**config.mk**
```make
export PLATFORM = sky130hd
export DESIGN_NAME = mod_n_counter
export DESIGN_NICKNAME = d
export VERILOG_FILES = /design/src/rtl/mod_n_counter.sv
export SDC_FILE = /design/constraint.sdc
export NUM_CORES = 1
export LEC_CHECK = 0
export CAP_MARGIN = 10
export CORE_AREA = 2 2 39 41
export CTS_CLUSTER_DIAMETER = 40
export CTS_CLUSTER_SIZE = 40
export DETAILED_ROUTE_END_ITERATION = 6
export DIE_AREA = 0 0 41 43
export PLACE_DENSITY = 0.72
export SLEW_MARGIN = 20
export SYNTH_ARGS = -nofsm -noshare
export SYNTH_HDL_FRONTEND = slang
export SYNTH_SLANG_ARGS = --single-unit
```
**constraint.sdc**
```tcl
create_clock -name clk -period 2.26 [get_ports clk]
set_clock_uncertainty 0.05 [all_clocks]
set_input_delay 0.452 -clock clk [delete_from_list [all_inputs] [get_ports clk]]
set_output_delay 0.452 -clock clk [all_outputs]
set_load 0.1 [all_outputs]
```
**src/rtl/mod_n_counter.sv**
```systemverilog
// Parametrised modulo-N up/down counter with parallel load, wrap or saturate
// at the limits, combinational terminal count, sticky overflow and a Gray copy.
module mod_n_counter #(
    parameter int N        = 4,
    parameter int MODULUS  = 16,
    parameter bit SATURATE = 1'b0
) (
    input  logic         clk,
    input  logic         reset,
    input  logic         en,
    input  logic         up_dn,
    input  logic         load,
    input  logic [N-1:0] d,
    input  logic         clr_ovf,
    output logic [N-1:0] Q,
    output logic [N-1:0] Q_gray,
    output logic         tc,
    output logic         ovf
);

    if (MODULUS < 2 || MODULUS > (1 << N)) begin : g_bad_modulus
        $error("mod_n_counter: MODULUS must satisfy 2 <= MODULUS <= 2**N");
    end

    localparam logic [N-1:0] MAX_COUNT = N'(MODULUS - 1);

    logic         at_max;
    logic         at_zero;
    logic         limit_hit;
    logic [N-1:0] load_value;
    logic [N-1:0] q_next;
    logic         ovf_next;

    // A limit event is an enabled count step that would leave the range;
    // load pre-empts counting, so it also masks tc and the overflow set.
    always_comb begin
        at_max     = (Q == MAX_COUNT);
        at_zero    = (Q == '0);
        limit_hit  = en & ~load & (up_dn ? at_max : at_zero);
        tc         = limit_hit;
        load_value = (d > MAX_COUNT) ? MAX_COUNT : d;
        q_next     = Q;
        if (load) begin
            q_next = load_value;
        end else if (en) begin
            if (up_dn) begin
                if (at_max) begin
                    q_next = SATURATE ? Q : '0;
                end else begin
                    q_next = Q + 1'b1;
                end
            end else begin
                if (at_zero) begin
                    q_next = SATURATE ? Q : MAX_COUNT;
                end else begin
                    q_next = Q - 1'b1;
                end
            end
        end
        ovf_next = limit_hit | (ovf & ~clr_ovf);
    end

    // Gray is derived from the next binary value so both registers agree.
    always_ff @(posedge clk) begin
        if (reset) begin
            Q      <= '0;
            Q_gray <= '0;
            ovf    <= 1'b0;
        end else begin
            Q      <= q_next;
            Q_gray <= q_next ^ (q_next >> 1);
            ovf    <= ovf_next;
        end
    end

endmodule

```
==> results.toml <==
[timing]
slew_viol_final = 0
maxSlewHeadroom = 0.812
period_needed_ps = 2110
worst_pin_slew_ps = 277
setup_viol = 0
min_period_over_period = 0.932
max_freq_mhz = 475
hold_slack_ps = 445
hold_viol = 0
setup_slack_ps = 154
rsz0062_at_grt = "false"

[clock_tree]
cts_root_buf = "clkbuf_4"
ctsHoldBuffers = 0
cts_tree = "built"
clkTransAtPathRegs_ps = 50
cts_buffers = 3
clockBufferDepth = 2
clock-sinks = 8
cts_max_level = 1
cts_resized = 0
clk_latency_ps = 260
cts_setup_buffers = 0

[power]
cellPowerDensity_nw_per_um2 = 709
finalPower_mw = 0.563
peakVddDrop_v = 0.000466
power.leakage_nw = 0.325

[logic_synthesis]
ys_ff_latch = 8
yosys_warnings = 0
synthDistinctLibCells = 25
netlist_area_sq_um = 508
synth-main-ff-cell = "dfxtp_1"
syn_nets = 68
syn_inst = 56
syn_area_per_cell_sq_um = 9.07
ys_async_sr_fraction = 0
synth-seq-area-share = 0.315
synth.largest_area_cell = "dfxtp_1"
synth_edf_count = 0
synthTopCellsByArea = "dfxtp_1 (32%), mux2i_1 (5.9%), nor2_1 (5.9%)"
synth_top_area_share = 0.315

[drt]
via_per_inst = 4.64
drt-total-wl_um = 1060
first_iter_violations = 0
routed-via-count = 436
drc = 0
drt-wirelength-per-cell_um = 11.2
ant_nets = 0
drt-pass1-iter-count = 1

[hold_path]
hold_class = "flip-flop to flip-flop"
hp-start = "ovf$_SDFF_PP0_"

[floorplan]
io_pins = 20
initial_utilization = 0.367
core_area_sq_um = 1380
die_x_um = 41
rows = 14
die_y_um = 43
die_area_sq_um = 1760

[layout]
finalNetCount = 91
nFillCells = 127
fin_area_sq_um = 795
fin_cells = 94
layout_common_cells = "buf_4 (12), clkdlybuf4s50_1 (9), nor2_1 (8), a21oi_1 (5)"
drive_above_1_share = 0.423
diodes = 0
final_common_cell = "buf_4"
area_growth_pct = 56.4

[setup_path]
critPathMaxFanout = 3
critPathSlowestCell = "clkdlybuf4s50_1"
r2r-start = "Q[0]$_SDFF_PP0_"
required_ps = 1760
critPathMaxStageDelay_ps = 460
cp-startpoint = "up_dn"
crit_type = "input port to output pin"
path_cells = "clkdlybuf4s50_1, buf_4, a211oi_4, buf_12"
critPathCaptureType = "output pin"
crit_path_start_kind = "input port"
crit_arrival_ps = 1600

[global_route]
antenna_found_initial = 0
grt_pass1_vias = 395
grt.total_usage = 0.139
grt_max_degree = 10
grt_pass1_wl_um = 1610
gr-total-overflow = 0

[job]
maxCapViolCount = 0

[placement]
dp_slack_ps = 110
port_buffers = 19
dp_cells = 90
hpwl_um = 829
gp_congestion = 0.709
place_area_sq_um = 768

[run_status]
outcome = "finished, final reports clean"
[flip-flops by register name, summed over array words and instances (netlist names)]
register,count
Q,4
Q_gray,3
ovf,1
[final cells by class]
cell class	count	area [sq um]	share of cell area
Inverter	3	13.8	0.0173
Clock buffer	4	26.3	0.0331
Multi-Input combinational cell	41	359	0.452
Sequential cell	8	175	0.220
Timing Repair Buffer	22	200	0.252
Tap cell	16	20.0	0.0252
[cells in the mapped netlist, types with 2 or more instances]
library cell and count:
a21oi_1 5, ha_1 2, inv_1 3, buf_4 2
nand2_1 3, nor3b_1 2, xor2_1 2, dfxtp_1 8
xnor2_1 3, nand4b_1 2, mux2i_1 3, nor2_1 8
[stage by stage]
step	TNS, ps	utilization
3_5_place_dp	0	0.555
4_1_cts	0	0.574
5_1_grt	0	0.574
6_report	0	0.574
3_3_place_gp	0	0.555
2_1_floorplan	-73.7	-
[logic make-up (layout without fill, tap and decap cells)]
group,after synthesis,after routing,synth area share
AO/OA/AOI/OAI,9,9,0.108
multiplexers,5,5,0.116
flip-flops,8,8,0.315
AND/OR/NAND/NOR,20,20,0.256
XOR/XNOR,5,5,0.0862
buffers and inverters,7,29,0.0689
adder cells (fa/ha/maj),2,2,0.0493
[report_power, final]
part / internal, mW / switching (mW)
registers: 0.157 / 0.0199
clock network: 0.0677 / 0.0516
logic: 0.0859 / 0.182
total: 0.310 / 0.253
[layer usage]
metal  wire (um)  vias up  global-route usage  share of wire
met3          69        2              0.0157          0.065
li1            -      234                   -              -
met4           9        0               0.120         0.0085
met5           0        -                   0              0
met2         493       13               0.200           0.47
met1         486      187               0.173           0.46
[worst paths after layout]
kind | cells after the start | endpoint | slack, ps
worst max-delay path | 4 | tc | 150
worst min-delay path | 2 | ovf$_SDFF_PP0_ | 450
worst max register to register | 7 | Q_gray[2]$_SDFF_PP0_ | 520
worst min register to register | 2 | ovf$_SDFF_PP0_ | 450
[critical path: cells and delay by family]
kind                   cells  cell delay (ps)
buffers and inverters      3              850
AO/OA/AOI/OAI              1              290
Note: power is estimated with default switching activity, not from simulation.
